--- src/rtl/computedram_sequencer.sv ---
// computedram_sequencer
// Accepts a two-row ComputeDRAM request, takes the DRAM command bus from the
// controller and issues PREA, ACT(R1), PRE, ACT(R2), PRE with programmable
// gaps, then closes the bank and hands the bus back.
// Every output is a flop decoded from the current state, so pins trail the
// state register by one cycle.

module computedram_sequencer #(
    parameter int ADDR_W = 15,
    parameter int BANK_W = 3,
    parameter int BANK   = 0,
    parameter int TRP    = 4,
    parameter int TRAS   = 10
) (
    input  logic              sys_clk,
    input  logic              sys_rst,
    input  logic [9:0]        ComputeDRAM_R1,
    input  logic [9:0]        ComputeDRAM_R2,
    input  logic [3:0]        ComputeDRAM_T1,
    input  logic [3:0]        ComputeDRAM_T2,
    input  logic              ComputeDRAM_vld,
    output logic              ComputeDRAM_rdy,
    output logic              ComputeDRAM_done,
    output logic              ctrl_req,
    input  logic              ctrl_gnt,
    output logic              dfi_cs_n,
    output logic              dfi_ras_n,
    output logic              dfi_cas_n,
    output logic              dfi_we_n,
    output logic [ADDR_W-1:0] dfi_address,
    output logic [BANK_W-1:0] dfi_bank
);

    typedef enum logic [3:0] {
        S_IDLE, S_REQ, S_PREA, S_W0, S_ACT1, S_W1, S_PRE1,
        S_W2, S_ACT2, S_W3, S_PRE2, S_W4, S_REL
    } state_t;

    // Wait states count down to zero, so they are loaded with gap-1.
    localparam logic [7:0] TRP_M1  = 8'(TRP - 1);
    localparam logic [7:0] TRAS_M1 = 8'(TRAS - 1);

    state_t              state_q, state_d;
    logic [7:0]          cnt_q, cnt_d;
    logic [9:0]          r1_q, r1_d, r2_q, r2_d;
    logic [3:0]          t1_q, t1_d, t2_q, t2_d;
    logic                rdy_q, rdy_d;
    logic                done_q, done_d;
    logic                ctrl_req_q, ctrl_req_d;
    logic                ras_n_q, ras_n_d;
    logic                we_n_q, we_n_d;
    logic [ADDR_W-1:0]   addr_q, addr_d;
    logic [BANK_W-1:0]   bank_q, bank_d;
    logic                accept;

    assign accept = (state_q == S_IDLE) && ComputeDRAM_vld && rdy_q;

    // Next-state, gap counter and request capture.
    always_comb begin
        state_d = state_q;
        cnt_d   = cnt_q;
        r1_d    = r1_q;
        r2_d    = r2_q;
        t1_d    = t1_q;
        t2_d    = t2_q;
        case (state_q)
            S_IDLE: begin
                if (accept) begin
                    state_d = S_REQ;
                    r1_d    = ComputeDRAM_R1;
                    r2_d    = ComputeDRAM_R2;
                    t1_d    = ComputeDRAM_T1;
                    t2_d    = ComputeDRAM_T2;
                end
            end
            S_REQ:  if (ctrl_gnt) state_d = S_PREA;
            S_PREA: begin
                state_d = S_W0;
                cnt_d   = TRP_M1;
            end
            S_W0: begin
                if (cnt_q == 8'd0) state_d = S_ACT1;
                else               cnt_d   = cnt_q - 8'd1;
            end
            S_ACT1: begin
                if (t1_q == 4'd0) begin
                    state_d = S_PRE1;
                end else begin
                    state_d = S_W1;
                    cnt_d   = {4'd0, t1_q} - 8'd1;
                end
            end
            S_W1: begin
                if (cnt_q == 8'd0) state_d = S_PRE1;
                else               cnt_d   = cnt_q - 8'd1;
            end
            S_PRE1: begin
                if (t2_q == 4'd0) begin
                    state_d = S_ACT2;
                end else begin
                    state_d = S_W2;
                    cnt_d   = {4'd0, t2_q} - 8'd1;
                end
            end
            S_W2: begin
                if (cnt_q == 8'd0) state_d = S_ACT2;
                else               cnt_d   = cnt_q - 8'd1;
            end
            S_ACT2: begin
                state_d = S_W3;
                cnt_d   = TRAS_M1;
            end
            S_W3: begin
                if (cnt_q == 8'd0) state_d = S_PRE2;
                else               cnt_d   = cnt_q - 8'd1;
            end
            S_PRE2: begin
                state_d = S_W4;
                cnt_d   = TRP_M1;
            end
            S_W4: begin
                if (cnt_q == 8'd0) state_d = S_REL;
                else               cnt_d   = cnt_q - 8'd1;
            end
            S_REL:   state_d = S_IDLE;
            default: state_d = S_IDLE;
        endcase
    end

    // Pin decode from the current state; anything that is not a command is a NOP.
    always_comb begin
        rdy_d      = (state_q == S_IDLE) && !accept;
        done_d     = (state_q == S_REL);
        ctrl_req_d = !((state_q == S_IDLE) || (state_q == S_REL));
        ras_n_d    = 1'b1;
        we_n_d     = 1'b1;
        addr_d     = '0;
        bank_d     = '0;
        case (state_q)
            S_PREA: begin
                ras_n_d    = 1'b0;
                we_n_d     = 1'b0;
                addr_d[10] = 1'b1;
                bank_d     = BANK_W'(BANK);
            end
            S_ACT1: begin
                ras_n_d = 1'b0;
                addr_d  = ADDR_W'(r1_q);
                bank_d  = BANK_W'(BANK);
            end
            S_ACT2: begin
                ras_n_d = 1'b0;
                addr_d  = ADDR_W'(r2_q);
                bank_d  = BANK_W'(BANK);
            end
            S_PRE1, S_PRE2: begin
                ras_n_d = 1'b0;
                we_n_d  = 1'b0;
                bank_d  = BANK_W'(BANK);
            end
            default: ;
        endcase
    end

    // State and output registers; reset abandons any request in flight.
    always_ff @(posedge sys_clk or posedge sys_rst) begin
        if (sys_rst) begin
            state_q    <= S_IDLE;
            cnt_q      <= '0;
            r1_q       <= '0;
            r2_q       <= '0;
            t1_q       <= '0;
            t2_q       <= '0;
            rdy_q      <= 1'b0;
            done_q     <= 1'b0;
            ctrl_req_q <= 1'b0;
            ras_n_q    <= 1'b1;
            we_n_q     <= 1'b1;
            addr_q     <= '0;
            bank_q     <= '0;
        end else begin
            state_q    <= state_d;
            cnt_q      <= cnt_d;
            r1_q       <= r1_d;
            r2_q       <= r2_d;
            t1_q       <= t1_d;
            t2_q       <= t2_d;
            rdy_q      <= rdy_d;
            done_q     <= done_d;
            ctrl_req_q <= ctrl_req_d;
            ras_n_q    <= ras_n_d;
            we_n_q     <= we_n_d;
            addr_q     <= addr_d;
            bank_q     <= bank_d;
        end
    end

    assign ComputeDRAM_rdy  = rdy_q;
    assign ComputeDRAM_done = done_q;
    assign ctrl_req         = ctrl_req_q;
    assign dfi_cs_n         = 1'b0;
    assign dfi_ras_n        = ras_n_q;
    assign dfi_cas_n        = 1'b1;
    assign dfi_we_n         = we_n_q;
    assign dfi_address      = addr_q;
    assign dfi_bank         = bank_q;

endmodule

--- config.mk ---
export PLATFORM = sky130hd
export DESIGN_NAME = computedram_sequencer
export DESIGN_NICKNAME = d
export VERILOG_FILES = /design/src/rtl/computedram_sequencer.sv
export SDC_FILE = /design/constraint.sdc
export NUM_CORES = 1
export LEC_CHECK = 0
export CAP_MARGIN = 20
export CORE_ASPECT_RATIO = 0.7
export CORE_MARGIN = 2
export CORE_UTILIZATION = 55
export DETAILED_ROUTE_END_ITERATION = 10
export GPL_TIMING_DRIVEN = 0
export PLACE_DENSITY = 0.85
export SETUP_SLACK_MARGIN = 0.15
export SKIP_LAST_GASP = 1
export SLEW_MARGIN = 10
export SYNTH_ARGS = -nofsm -noshare
export SYNTH_HDL_FRONTEND = slang
export SYNTH_SLANG_ARGS = --single-unit
--- constraint.sdc ---
create_clock -name sys_clk -period 5.9 [get_ports sys_clk]
set_clock_uncertainty 0.2 [all_clocks]
set_input_delay 0.885 -clock sys_clk [delete_from_list [all_inputs] [get_ports sys_clk]]
set_output_delay 0.885 -clock sys_clk [all_outputs]
set_load 0.03 [all_outputs]
======== Word level (Yosys, flattened, before mapping) ========
Index checks and enable logic that the tools add are counted.
word-level totals
  flip-flop bits (word level) ............. 56
  output and inout port bits .............. 25
  logic and storage cells ................. 73
operators by class
  equal/unequal tests ..................... 22
  add/sub/neg operators ................... 3
  multiplexer cells ....................... 18
  reductions and logical operators ........ 18
operators with widths
  operator               number
  $pmux W4 S12           1
  $pmux W8 S5            1
  $mux W4                8
  $mux W8                3
  $eq A4 B4 Y1 const B   5
  $ne A2 B2 Y1 const B   10
  $pmux W10 S2           1
  $eq A4 B3 Y1 const B   4
  $logic_not A4 Y1       3
  $reduce_or A5 Y1       2
  $sub A4 B1 Y5 const B  2
  $eq A4 B2 Y1 const B   2
  $logic_not A8 Y1       1
  $sub A8 B1 Y8 const B  1
  $reduce_and A7 Y1      1
  $reduce_bool A5 Y1     1
  $eq A4 B1 Y1 const B   1
  $reduce_and A4 Y1      1
  $logic_and A1 B1 Y1    3
  $mux W1                3
  $reduce_or A3 Y1       1
  $logic_not A1 Y1       2
  $mux W2                1
  $reduce_and A2 Y1      1
  other kinds (2)        2

======== Longest topological paths before layout ========
Gate-level depths: netlist of the first run.
  depth in word-level cells ............... 5
  gate-level depth with buffers ........... 8

======== Worst setup path after synthesis of the first run ========
Ideal clock, no wire load.
  kind .................................... in2reg
  start point ............................. in ComputeDRAM_vld
  end point ............................... reg r1_q[0]
  setup slack ............................. 3.749 ns
  arrival ................................. 1.826 ns
  library setup time ...................... 0.125 ns
  cell stages on the path ................. 4
  path through ............................ nand2_1 > nor4_4 > buf_4 > mux2_2
on the way
  longest elaborated chain between the ends .. 3
RTL lines
  element                           RTL line  text
  start: declaration                21        input logic ComputeDRAM_vld,
  $logic_and A1 B1 Y1 (2 in a row)  56        assign accept = (state_q == S_IDLE) && ComputeDRAM_vld && rdy_q;
  $reduce_and A2 Y1 (no line)       --
  end signal: assignment            184       r1_q <= r1_d;
  end: declaration                  45        logic [9:0] r1_q, r1_d, r2_q, r2_d;
No other way between the ends.
A chain may end at the register's enable or synchronous reset.

======== Worst setup path after layout of the first run ========
  start point ............................. reg we_n_q, in the netlist dfi_we_n
  end point ............................... out dfi_we_n
RTL lines
  element                   RTL line  text
  start: declaration        51        logic we_n_q, we_n_d;
  start signal: assignment  192       we_n_q <= we_n_d;
  end: declaration          29        output logic dfi_we_n,
No word-level cell between the ends.

==> flow_summary.rst, run 1 <==
.. list-table::
   :header-rows: 1

   * - Metric
     - Value
   * - Count of final max-slew check failures
     - 0
   * - Die X
     - 88.7 µm
   * - Post-Route Setup TNS
     - 0 ns
   * - Routed vias
     - 2049
   * - Endpoint class of the critical path
     - primary output
   * - Clock latency reported for the late side of the worst-skew pair
     - 0.31 ns
   * - Die Area
     - 0.00562 mm²
   * - Pwr Density
     - 489 mW/mm²
   * - Top fanout value on the critical path
     - 1
   * - Buffers inserted during post-CTS setup optimization
     - 0
   * - H-tree depth reported by CTS
     - 2
   * - Final worst path period share
     - 43.8%
   * - Post-synth top area cell
     - dfrtp_1
   * - Unique masters post-synth
     - 51
   * - DR WL/cell
     - 15.4 µm
   * - Longest Clk Path Bufs
     - 2
   * - CTS Sinks
     - 56
   * - Top-level I/O count
     - 57
   * - Post-Synthesis Cell Area
     - 0.00276 mm²
   * - Core area
     - 0.00481 mm²
   * - Max-cap violations
     - 0
   * - Required time worst endpoint
     - 4.82 ns
   * - CTS tree
     - done
   * - Tightest slew margin relative to the limit
     - 49.1%
   * - Crit start category
     - flop
   * - Final hold viol count
     - 0
   * - Remaining global-route overflow
     - 0
   * - Hold WC Path Type
     - flop to flop
   * - Antenna diode count
     - 0
   * - Synthesis Warnings
     - 0
   * - Per-instance average area after synthesis
     - 11.3 µm²
   * - Die Height
     - 63.3 µm
   * - Total Routed Length
     - 5790 µm
   * - Crit-path slowest cell
     - clkdlybuf4s50_1
   * - Most used flip-flop cell after synthesis
     - dfrtp_1
   * - Initial antenna violation count
     - 0
   * - Number of cell instances on the worst register-to-register path
     - 5
   * - Async SR Flop Fraction
     - 100%
   * - Count of buffers from port buffering
     - 47
   * - Ranking of synthesized cells by instance count
     - 54 x dfrtp_1, 24 x mux2_2, 19 x nand2_1
   * - Share of cells above drive strength 1
     - 19.9%
   * - Vias in the first global route
     - 1986
   * - Flip-flop and latch count after synthesis
     - 56
   * - Worst setup path class
     - flop to primary output
   * - Post-route cell area
     - 0.00346 mm²
   * - Routed vias/inst
     - 5.45
   * - Cell with the most instances after synthesis
     - dfrtp_1
   * - Std-Cell Rows
     - 21
   * - Total buffers and inverters traversed by the critical path
     - 1
   * - Number of enable flip-flop cells after synthesis
     - 0
   * - Unrepaired setup endpoints after global routing
     - no
   * - Inserted Clock Buffers
     - 5
   * - Post-detailed-placement half-perimeter wirelength
     - 4400 µm
   * - CP Depth
     - 1
   * - Effective utilization at floorplan
     - 57.5%
   * - # nets final
     - 344
   * - Post-route ant nets
     - 0
   * - Global-route wire length before repair
     - 9660 µm
   * - Detailed-route DRC error count
     - 0
   * - Shortest period the worst path allows
     - 2.58 ns
   * - Total of hold buffers inserted after clock tree synthesis
     - 0
   * - Synthesized instance count
     - 244
   * - Largest net degree at the start of global routing
     - 39
   * - Area added between synthesis and finish
     - 25.0%
   * - Worst Tran Pin Value
     - 0.761 ns
   * - Max stage delay on crit path
     - 0.66 ns
   * - Iteration-0 DRC count of the detailed router
     - 149
   * - Overall track demand over capacity in global routing
     - 22.8%
   * - Main area contributors after synthesis
     - dfrtp_1 49%, mux2_2 9.8%, buf_4 3.5%, a22o_1 3.2%, ha_1 2.7%
   * - Iteration count of the initial detailed-routing pass
     - 4
   * - Master cell of the clock root buffer
     - clkbuf_8
   * - Post-place instance area
     - 0.00337 mm²
   * - Post-CTS Resized
     - 0
   * - Sequential area share after synthesis
     - 50.8%
   * - Static leakage
     - 1.53 nW
   * - Area share of the largest cell type after synthesis
     - 48.9%
   * - Routability cong.
     - 0.917
   * - CP Cell Sequence
     - clkdlybuf4s50_1
   * - Worst EP arrival
     - 1.50 ns
   * - Maximum resistive drop on vdd
     - 0.256 mV
   * - Clock edge transition at the registers on the reported setup and hold paths
     - 0.10 ns
   * - CP delay by family, top
     - buffers and inverters
   * - Status
     - completed
   * - Hold Path Depth
     - 1
   * - Final setup violation count
     - 0
   * - Maximum clock rate
     - 387 MHz
[stage by stage]
step	util, %	hold WS (ns)	power (mW)	worst slack, ns	instances
2_1_floorplan	-	0.262	1.25	3.45	251
3_3_place_gp	69.6	0.268	1.44	2.52	367
3_5_place_dp	70.0	0.285	1.47	3.03	368
4_1_cts	71.9	0.307	1.68	3.30	376
5_1_grt	71.9	0.323	1.82	3.27	376
6_report	71.9	0.306	1.69	3.32	376
[where the power goes]
part | total (mW) | internal [mW] | switching, mW
registers | 0.657 | 0.539 | 0.118
clock network | 0.209 | 0.0847 | 0.124
logic | 0.824 | 0.377 | 0.447
[logic make-up (layout without fill, tap and decap cells)]
kind of cell	after synthesis	in the layout	share of synthesized area, %
mux	24	24	9.78
xor+xnor	4	4	1.27
compound gates	56	56	15.3
simple gates	65	65	13.3
other cells	2	9	0.272
fa+ha+maj	6	6	2.72
buf+inv	31	87	6.61
flops	56	56	50.8
[per-layer routing]
metal	wire length, µm	track usage, %
met2	2670	34.6
met5	0	0
met1	2650	32.4
met3	349	3.93
met4	123	9.47
[cell usage in the layout (no fill, tap or decap), types with 3 or more instances in the layout]
cell type	count
clkbuf_1	3
nor3_1	5
inv_1	11
clkdlybuf4s50_1	47
nor2_1	13
a22o_1	10
ha_1	6
mux2_2	24
clkbuf_8	5
dfrtp_1	54
conb_1	9
o2bb2ai_1	3
nand3_1	3
buf_4	13
o21ai_0	12
nor3b_1	4
a31oi_1	3
nor2b_1	4
nand2_1	19
o22ai_1	3
a21oi_1	6
[registers in the layout, indices dropped and copies added (netlist names)]
name / count
r1_q: 10
ComputeDRAM_rdy: 1
cnt_q: 8
dfi_we_n: 1
t1_q: 4
ComputeDRAM_done: 1
t2_q: 4
ctrl_req: 1
r2_q: 10
dfi_ras_n: 1
dfi_address: 11
state_q: 4
[path summary, 6_finish.rpt]
kind	startpoint	end	slack (ns)
setup reg to reg	state_q[0]	r2_q[8]	3.68
hold reg to reg	r2_q[9]	dfi_address[9]	0.31
setup / recovery	dfi_we_n	dfi_we_n	3.32
hold / removal	r2_q[9]	dfi_address[9]	0.31
min in group asynchronous	sys_rst	r1_q[7]	0.67
max in group asynchronous	sys_rst	cnt_q[3]	4.30
[layout make-up]
| type | count | area, µm² |
|---|---|---|
| fillers | 351 | 1350 |
| multi-input cells | 164 | 1200 |
| plain buffers | 19 | 138 |
| clock buffers | 6 | 72.6 |
| inverters | 12 | 45.0 |
| flip-flops and latches | 56 | 1400 |
| clock inverters | 2 | 16.3 |
| well taps | 69 | 86.3 |
| repair buffers | 48 | 490 |
(Power assumes the default switching activity.)
==> run 2, diff against run 1 <==
Settings changed: CORE_UTILIZATION 55 to 51, PLACE_DENSITY 0.85 to 0.8.
Clock period 5.9 ns to 2.45 ns, I/O delays scaled along.
==> flow_summary.rst, run 2 (synthesis results as in run 1) <==
.. list-table::
   :header-rows: 1

   * - Metric
     - Value
   * - Master cell of the clock root buffer
     - clkbuf_8 (unchanged)
   * - Iteration-0 DRC count of the detailed router
     - 141 (was 149)
   * - Seq pwr share
     - 37.3% (was 38.9%)
   * - Reg2Reg Launch Point
     - state_q[0] (unchanged)
   * - Worst reg2reg setup slack
     - 0.25 ns (was 3.68 ns)
   * - Die X
     - 92.0 µm (was 88.7 µm)
   * - FF-to-FF End
     - r2_q[3] (was r2_q[8])
   * - Post-route cell area
     - 0.00350 mm² (was 0.00346 mm²)
   * - DR WL/cell
     - 15.5 µm (was 15.4 µm)
   * - Std-Cell Rows
     - 22 (was 21)
   * - Remaining global-route overflow
     - 0 (unchanged)
   * - Clock latency reported for the late side of the worst-skew pair
     - 0.30 ns (was 0.31 ns)
   * - Crit-path slowest cell
     - dfrtp_1 (was clkdlybuf4s50_1)
   * - Buffers inserted during post-CTS setup optimization
     - 0 (unchanged)
   * - Switching Fraction
     - 38.8% (was 40.8%)
   * - Crit start category
     - flop (unchanged)
   * - Largest register FFs
     - 11 (unchanged)
   * - Count of filler cells inserted in the layout
     - 395 (was 351)
   * - Top fanout value on the critical path
     - 10 (was 1)
   * - H-tree depth reported by CTS
     - 2 (unchanged)
   * - Post-detailed-placement half-perimeter wirelength
     - 4540 µm (was 4400 µm)
   * - Routed vias/inst
     - 5.40 (was 5.45)
   * - Total of hold buffers inserted after clock tree synthesis
     - 0 (unchanged)
   * - Overall track demand over capacity in global routing
     - 20.4% (was 22.8%)
   * - Die Area
     - 0.00603 mm² (was 0.00562 mm²)
   * - Routed vias
     - 2041 (was 2049)
   * - Core area
     - 0.00523 mm² (was 0.00481 mm²)
   * - Clock edge transition at the registers on the reported setup and hold paths
     - 0.09 ns (was 0.10 ns)
   * - Worst EP arrival
     - 2.18 ns (was 1.50 ns)
   * - Routability cong.
     - 0.885 (was 0.917)
   * - Area added between synthesis and finish
     - 26.6% (was 25.0%)
   * - Most common library cell in the layout ignoring fill and taps
     - dfrtp_1 (unchanged)
   * - Static leakage
     - 1.55 nW (was 1.53 nW)
   * - Post-place instance area
     - 0.00337 mm² (about the same)
   * - Antenna diode count
     - 0 (unchanged)
   * - Final setup violation count
     - 0 (unchanged)
   * - Tightest slew margin relative to the limit
     - 45.1% (was 49.1%)
   * - Endpoint class of the critical path
     - flop (was primary output)
   * - P_sw
     - 1.65 mW (was 0.689 mW)
   * - Max stage delay on crit path
     - 0.45 ns (was 0.66 ns)
   * - Maximum clock rate
     - 454 MHz
   * - Combinational Power Share
     - 46.7% (was 48.8%)
   * - Non-filler instance count after layout
     - 378 (was 376)
   * - Largest net degree at the start of global routing
     - 41 (was 39)
   * - Hold WC Path Type
     - input port to async pin (was flop to flop)
   * - Vias in the first global route
     - 1984 (was 1986)
   * - Final hold viol count
     - 0 (unchanged)
   * - Count of final max-slew check failures
     - 0 (unchanged)
   * - Iteration count of the initial detailed-routing pass
     - 4 (unchanged)
   * - Post-CTS Resized
     - 0 (unchanged)
   * - Top-level I/O count
     - 57 (unchanged)
   * - Pwr Density
     - 1220 mW/mm² (was 489 mW/mm²)
   * - Status
     - completed (unchanged)
   * - Detailed-route DRC error count
     - 0 (unchanged)
   * - Required time worst endpoint
     - 2.43 ns (was 4.82 ns)
   * - CTS tree
     - done (unchanged)
   * - Die Height
     - 65.6 µm (was 63.3 µm)
   * - # nets final
     - 344 (unchanged)
   * - Total Routed Length
     - 5860 µm (was 5790 µm)
   * - Final Total Pwr
     - 4.26 mW (was 1.69 mW)
   * - Shortest period the worst path allows
     - 2.20 ns
   * - Share of cells above drive strength 1
     - 19.9% (about the same)
   * - Maximum resistive drop on vdd
     - 0.592 mV (was 0.256 mV)
   * - CP Cell Sequence
     - or2_1 > clkbuf_1 > nor4_4 > buf_4 > mux2_2 (was clkdlybuf4s50_1)
   * - Commonest cells after routing, fill and taps aside
     - 54 x dfrtp_1, 47 x clkdlybuf4s50_1, 24 x mux2_2 (unchanged)
   * - Count of buffers from port buffering
     - 47 (unchanged)
   * - Post-Place Worst Slack
     - 0.109 ns (was 3.03 ns)
   * - Number of cell instances on the worst register-to-register path
     - 5 (unchanged)
   * - Setup ws final
     - 0.248 ns (was 3.32 ns)
   * - Internal portion of total power
     - 2.61 mW (was 1.00 mW)
   * - Initial antenna violation count
     - 0 (unchanged)
   * - Global-route wire length before repair
     - 9480 µm (was 9660 µm)
   * - Share of power burned in the clock network
     - 16.0% (was 12.4%)
   * - Cell Count Post-Placement
     - 371 (was 368)
   * - CTS Sinks
     - 56 (unchanged)
   * - Worst Tran Pin Value
     - 0.821 ns (was 0.761 ns)
   * - Worst setup path class
     - flop to flop (was flop to primary output)
   * - Effective utilization at floorplan
     - 52.8% (was 57.5%)
   * - Final worst path period share
     - 89.9%
   * - Unrepaired setup endpoints after global routing
     - no (unchanged)
   * - Inserted Clock Buffers
     - 5 (unchanged)
   * - Max-cap violations
     - 0 (unchanged)
   * - Longest Clk Path Bufs
     - 2 (unchanged)
   * - Post-route ant nets
     - 0 (unchanged)
## run 2: cell count changes in the layout (fill, tap and decap cells not counted), sizes merged
cell | before | now
clkinvlp | 1 | 0
bufinv | 0 | 2
clkinv | 1 | 0
clkbuf | 8 | 7
## run 2: worst max-delay path by stage
stage | start | to | slack (ns) | cells after the start
3_3_place_gp | sys_rst | t1_q[1] | -0.42 | 2
3_5_place_dp | ComputeDRAM_vld | r2_q[3] | 0.11 | 5
2_1_floorplan | sys_rst | ComputeDRAM_done | 0.51 | 1
5_1_grt | state_q[0] | r2_q[3] | 0.20 | 5
4_1_cts | state_q[0] | r2_q[3] | 0.26 | 5
6_report | state_q[0] | r2_q[3] | 0.25 | 5
## run 2: power groups by stage
| stage | clock (mW) | sequential (mW) | combinational (mW) |
|---|---|---|---|
| after floorplan | 0 | 1.63 | 1.39 |
| after global placement | 0 | 1.57 | 1.91 |
| after detailed placement | 0 | 1.59 | 1.97 |
| after CTS | 0.694 | 1.58 | 1.98 |
| after global routing | 0.736 | 1.63 | 2.20 |
| final | 0.681 | 1.59 | 1.99 |
## run 2: stage by stage
stage	utilization (%)	setup TNS, ns	hold WS (ns)
6_report	66.9	0	0.145
5_1_grt	66.9	0	0.169
4_1_cts	66.9	0	0.154
3_5_place_dp	64.4	0	0.280
3_3_place_gp	64.1	-22.76	0.271
2_1_floorplan	-	0	0.262
## run 2: worst max-delay path, delay by kind of cell (launching register included)
family | cells | cell delay [ns]
multiplexers | 1 | 0.36
buffers and inverters | 2 | 0.46
flip-flops | 1 | 0.45
AND/OR/NAND/NOR | 2 | 0.61
## run 2: layer usage
layer / track usage (%) / wire (µm) / up-vias
li1: - / - / 979
met1: 27.8 / 2660 / 987
met2: 34.1 / 2790 / 71
met5: 0 / 0 / -
met4: 4.66 / 38 / 0
met3: 4.47 / 369 / 4
## run 2: area by class of cell
type	count	area (µm²)	share of cell area, %
plain buffers	19	138	3.93
clock inverters	2	60.1	1.72
multi-input cells	164	1200	34.4
repair buffers	48	490	14.0
inverters	12	45.0	1.29
flip-flops and latches	56	1400	40.1
well taps	72	90.1	2.57
clock buffers	5	68.8	1.97
